## src/rtl/multiplicador_seq_4bits_pkg.sv

```systemverilog
// Shared types for the sequential shift-and-add multiplier.
// State encoding and counter sizing helper.
package multiplicador_seq_4bits_pkg;

   typedef enum logic {
      ST_IDLE = 1'b0,
      ST_CALC = 1'b1
   } state_e;

   // Bits needed to count 0..width inclusive
   function automatic int cnt_w(input int width);
      return $clog2(width + 1);
   endfunction

endpackage

```

## src/rtl/somador4bits.sv

```systemverilog
// 4-bit ripple-carry full-adder chain.
// Used as a slice of the multiplier's add datapath.
module somador4bits (
   input  logic [3:0] a,
   input  logic [3:0] b,
   input  logic       cin,
   output logic [3:0] s,
   output logic       cout
);

   logic [4:0] c;

   // Ripple the carry through four full adders
   always_comb begin
      c    = '0;
      s    = '0;
      c[0] = cin;
      for (int i = 0; i < 4; i++) begin
         s[i]     = a[i] ^ b[i] ^ c[i];
         c[i + 1] = (a[i] & b[i]) | (c[i] & (a[i] ^ b[i]));
      end
      cout = c[4];
   end

endmodule

```

## src/rtl/multiplicador_seq_4bits.sv

```systemverilog
// Sequential unsigned shift-and-add multiplier, one partial product per clock.
// Optional MULT_ZERO_SKIP_EN: zero operands complete in one cycle.
module multiplicador_seq_4bits
   import multiplicador_seq_4bits_pkg::*;
#(
   parameter int WIDTH = 4
) (
   input  logic               clk,
   input  logic               rst_n,
   input  logic               start,
   input  logic [WIDTH-1:0]   a,
   input  logic [WIDTH-1:0]   b,
   output logic               busy,
   output logic               done,
   output logic [2*WIDTH-1:0] p
);

   localparam int CNT_W = cnt_w(WIDTH);
   localparam int NSL   = WIDTH / 4;
   localparam logic [CNT_W-1:0] LAST = CNT_W'(WIDTH - 1);

   state_e               state_q, state_d;
   logic [WIDTH-1:0]     mcand_q, mcand_d;
   logic [WIDTH-1:0]     q_q, q_d;
   logic [WIDTH-1:0]     acc_q, acc_d;
   logic [CNT_W-1:0]     count_q, count_d;
   logic [2*WIDTH-1:0]   p_q, p_d;
   logic                 done_q, done_d;

   logic [WIDTH-1:0]     addend;
   logic [WIDTH-1:0]     sum;
   logic [NSL:0]         carry;
   logic                 skip;
   logic                 last;

   assign addend   = q_q[0] ? mcand_q : '0;
   assign carry[0] = 1'b0;
   assign last     = (count_q == LAST);

`ifdef MULT_ZERO_SKIP_EN
   assign skip = (a == '0) || (b == '0);
`else
   assign skip = 1'b0;
`endif

   genvar gi;
   generate
      for (gi = 0; gi < NSL; gi++) begin : g_add
         somador4bits u_add (
            .a    (acc_q[4*gi +: 4]),
            .b    (addend[4*gi +: 4]),
            .cin  (carry[gi]),
            .s    (sum[4*gi +: 4]),
            .cout (carry[gi + 1])
         );
      end
   endgenerate

   // State register
   always_ff @(posedge clk or negedge rst_n) begin
      if (!rst_n) state_q <= ST_IDLE;
      else        state_q <= state_d;
   end

   // Next-state: accept in idle, leave after the last iteration
   always_comb begin
      state_d = state_q;
      unique case (state_q)
         ST_IDLE: if (start && !skip) state_d = ST_CALC;
         ST_CALC: if (last)           state_d = ST_IDLE;
         default:                     state_d = ST_IDLE;
      endcase
   end

   // FSM outputs
   always_comb begin
      busy = (state_q == ST_CALC);
      done = done_q;
      p    = p_q;
   end

   // Datapath next values: load, shift-add iteration, product capture
   always_comb begin
      mcand_d = mcand_q;
      q_d     = q_q;
      acc_d   = acc_q;
      count_d = count_q;
      p_d     = p_q;
      done_d  = 1'b0;
      unique case (state_q)
         ST_IDLE: begin
            if (start) begin
               if (skip) begin
                  p_d    = '0;
                  done_d = 1'b1;
               end else begin
                  mcand_d = a;
                  q_d     = b;
                  acc_d   = '0;
                  count_d = '0;
               end
            end
         end
         ST_CALC: begin
            acc_d   = {carry[NSL], sum[WIDTH-1:1]};
            q_d     = {sum[0], q_q[WIDTH-1:1]};
            count_d = count_q + CNT_W'(1);
            if (last) begin
               p_d    = {acc_d, q_d};
               done_d = 1'b1;
            end
         end
         default: ;
      endcase
   end

   // Datapath registers
   always_ff @(posedge clk or negedge rst_n) begin
      if (!rst_n) begin
         mcand_q <= '0;
         q_q     <= '0;
         acc_q   <= '0;
         count_q <= '0;
         p_q     <= '0;
         done_q  <= 1'b0;
      end else begin
         mcand_q <= mcand_d;
         q_q     <= q_d;
         acc_q   <= acc_d;
         count_q <= count_d;
         p_q     <= p_d;
         done_q  <= done_d;
      end
   end

endmodule

```

## config.mk

```make
export PLATFORM = sky130hd
export DESIGN_NAME = multiplicador_seq_4bits
export DESIGN_NICKNAME = d
export VERILOG_FILES = /design/src/rtl/multiplicador_seq_4bits_pkg.sv /design/src/rtl/somador4bits.sv /design/src/rtl/multiplicador_seq_4bits.sv
export SDC_FILE = /design/constraint.sdc
export NUM_CORES = 1
export LEC_CHECK = 0
export ABC_CLOCK_PERIOD_IN_PS = 6540
export CAP_MARGIN = 10
export CORE_ASPECT_RATIO = 0.75
export CORE_MARGIN = 4
export CORE_UTILIZATION = 40
export DETAILED_ROUTE_END_ITERATION = 7
export HOLD_SLACK_MARGIN = 0.05
export PLACE_DENSITY = 0.62
export SETUP_SLACK_MARGIN = 0.05
export SYNTH_ARGS = -nofsm -noshare
export SYNTH_HDL_FRONTEND = slang
export SYNTH_SLANG_ARGS = --single-unit
export TNS_END_PERCENT = 5
```

## constraint.sdc

```tcl
create_clock -name clk -period 6.54 [get_ports clk]
set_input_delay 1.308 -clock clk [delete_from_list [all_inputs] [get_ports clk]]
set_output_delay 1.308 -clock clk [all_outputs]
set_load 0.02 [all_outputs]
```

==> parameters.txt <==
Parameter                              Value

Placement
  Post-Place Cells    141
  Final weighted congestion in routability-driven placement    0.7072
  Number of port buffers    20

GRT
  Via count of the first global-routing pass    684
  Initial antenna violation count    0
  First-pass GRT wire length    3.146 mm
  Largest net degree at the start of global routing    26
  Total GRT Usage    11.36%
  Leftover overflow at the end of global routing    0

Finish
  Fraction of final layout cells sized beyond drive strength 1    14.55%
  P&R area growth vs syn    24.97%
  Layout Utilization    53.38%
  Layout Nets    128
  Number of standard cells in the final layout excluding fillers    146
  Number of antenna repair diodes    0

Floorplan
  Ports    21
  Initial standard-cell utilization of the core    42.72%
  Die height    54.18 µm
  Die ar.    3769 µm²
  Row Count    16
  Area of the core    2663 µm²
  Die Span X    69.57 µm

STA
  Count of endpoints failing setup in the final report    0
  Upper clock frequency limit    0.3249 GHz
  Setup TNS Final    0 ns
  Relative slew slack    56.20%
  Count of endpoints failing hold in the final timing report    0
  Transition at the pin with the smallest max-transition slack    0.6569 ns
  Largest clock skew in the final design    0.001819 ns
  Post-layout min period    3.078 ns
  Pins Over Slew Limit    0
  Final worst-path cycle share    47.06%
  Setup repair after global routing missed its margin    no

Clocking
  Sinks on the clock net    25
  Post-cts gate resize count    0
  Number of setup buffers added after CTS    0
  Number of CTS-inserted buffers    3
  Post-cts hold buffer count    0
  Clock root cell    clkbuf_8
  Maximum clock insertion buffer count    2
  TritonCTS clock tree    yes
  Clock-pin slew on the worst setup and hold paths    0.08 ns
  Worst-Skew Late Latency    0.27 ns
  Number of levels in the clock H-tree    1

Run
  Max-cap check violation count    0

Logic synthesis
  Number of unique standard cell types used by synthesis    19
  Leading cell types by count after synthesis    dfrtp_1, inv_1, mux2i_1, nand2_1, mux2_2
  Cell Area, Synth    1137 µm²
  Number of flops mapped to enable cells by yosys    0
  Main area contributors after synthesis    dfrtp_1, mux2i_1, mux2_2, fa_1, mux2_4
  Mean Syn Cell Area    12.92 µm²
  Primary flip-flop cell chosen by synthesis mapping    dfrtp_1
  Most repeated cell in the gate-level netlist after synthesis    dfrtp_1
  Syn_nets    105
  Top cell type by total area after synthesis    dfrtp_1
  Number of warnings printed during yosys synthesis    0
  Top-area cell type share of the netlist area    55.01%
  Post-Synthesis Cells    88
  Share of synthesized registers carrying an async set or reset    100.0%
  Part of the Yosys area used for sequential elements    55.01%
  Post-synthesis register bit count    25

Critical path
  Maximum fanout along the worst path    23
  Startpoint-to-endpoint class of the critical path    reg2out
  Buffer and inverter count on the worst path    1
  Required time at the endpoint of the critical path    5.23 ns
  Slowest cell on the critical path    dfrtp_1
  Largest stage delay on the critical path    0.77 ns
  Category of the worst setup path capture point    output pin
  Category of the worst setup path launch point    register
  Dominant delay contributor by cell family on the critical path    flip-flops
  WP data arrival    1.77 ns
  Reg2reg setup slack    4.15 ns
  CP Cell Sequence    clkdlybuf4s50_1

Power and ir drop
  Worst IR Drop VDD    175.0 µV
  Leakage Power    0.6591 nW
  Areal power density over the cells    427.7 nW/µm²

Route
  Number of detailed-routing iterations run before antenna repair    2
  Iter 0 DRT Violations    13
  Wire length reported by the detailed router    1.910 mm
  Remaining antenna violation count after routing    0
  Total number of vias    685
  Mean routed wirelength per cell    13.08 µm
  Via-per-instance ratio    4.692
  Drc violations    0

Status
  Outcome    completed

Hold path
  Type of the worst min-delay path    reg2reg
## layout by cell type, fill, tap and decap left out, types with 3 or more instances in the layout
master / n
a22o_1: 3
clkbuf_8: 3
clkdlybuf4s50_1: 20
dfrtp_1: 25
fa_1: 3
ha_1: 3
inv_1: 11
mux2_2: 6
mux2_4: 4
mux2i_1: 7
nand2_1: 7
nand2b_1: 4
o21ai_0: 4
o31ai_1: 3
## layer usage
metal | part of all wire, % | track usage (%) | routed length (µm)
met5 | 0 | 0 | 0
met4 | 1.1 | 3.896 | 21
met3 | 5.9 | 5.037 | 113
met2 | 42 | 17.25 | 799
met1 | 51 | 14.57 | 976
## power by group
| group | total [mW] | internal, mW | switching, mW |
|---|---|---|---|
| clock | 0.0909 | 0.0436 | 0.0473 |
| sequential | 0.269 | 0.218 | 0.0510 |
| combinational | 0.248 | 0.138 | 0.111 |
## through the flow
step	cell area [µm²]	setup WS, ns	power (mW)	hold WS, ns
after CTS	1406	3.437	0.6187	0.5013
after global routing	1421	3.353	0.6586	0.5183
after global placement	1361	3.779	0.5143	0.4807
after detailed placement	1361	3.760	0.5227	0.4861
final	1421	3.462	0.6079	0.4980
after floorplan	1137	4.375	0.4322	0.4562
## area by class of cell
type / count / area, µm²
Fill cell: 233 / 1241
Sequential cell: 25 / 625.6
Multi-Input combinational cell: 49 / 449.2
Timing Repair Buffer: 21 / 215.2
Clock buffer: 4 / 45.04
Tap cell: 36 / 45.04
Inverter: 11 / 41.29
## cells by family after synthesis
| group | count (synthesis) | share of synthesized area [%] |
|---|---|---|
| fa+ha+maj | 6 | 8.581 |
| flops | 25 | 55.01 |
| compound gates | 11 | 6.711 |
| buf+inv | 14 | 5.501 |
| simple gates | 15 | 6.821 |
| mux | 17 | 17.38 |
## flip-flops by register name, summed over array words and instances, names as in the netlist
name     cells
p            8
acc_q        4
mcand_q      4
busy         1
count_q      3
q_q          4
done         1
## path summary, 6_finish.rpt
path	from	end	depth (start not counted)
setup / recovery	busy	busy	1
max in group asynchronous	rst_n	p[6]	2
hold / removal	count_q[0]	count_q[0]	1
setup reg to reg	q_q[0]	acc_q[2]	8
hold reg to reg	count_q[0]	count_q[0]	1
min in group asynchronous	rst_n	count_q[0]	1
(Power assumes the default switching activity.)
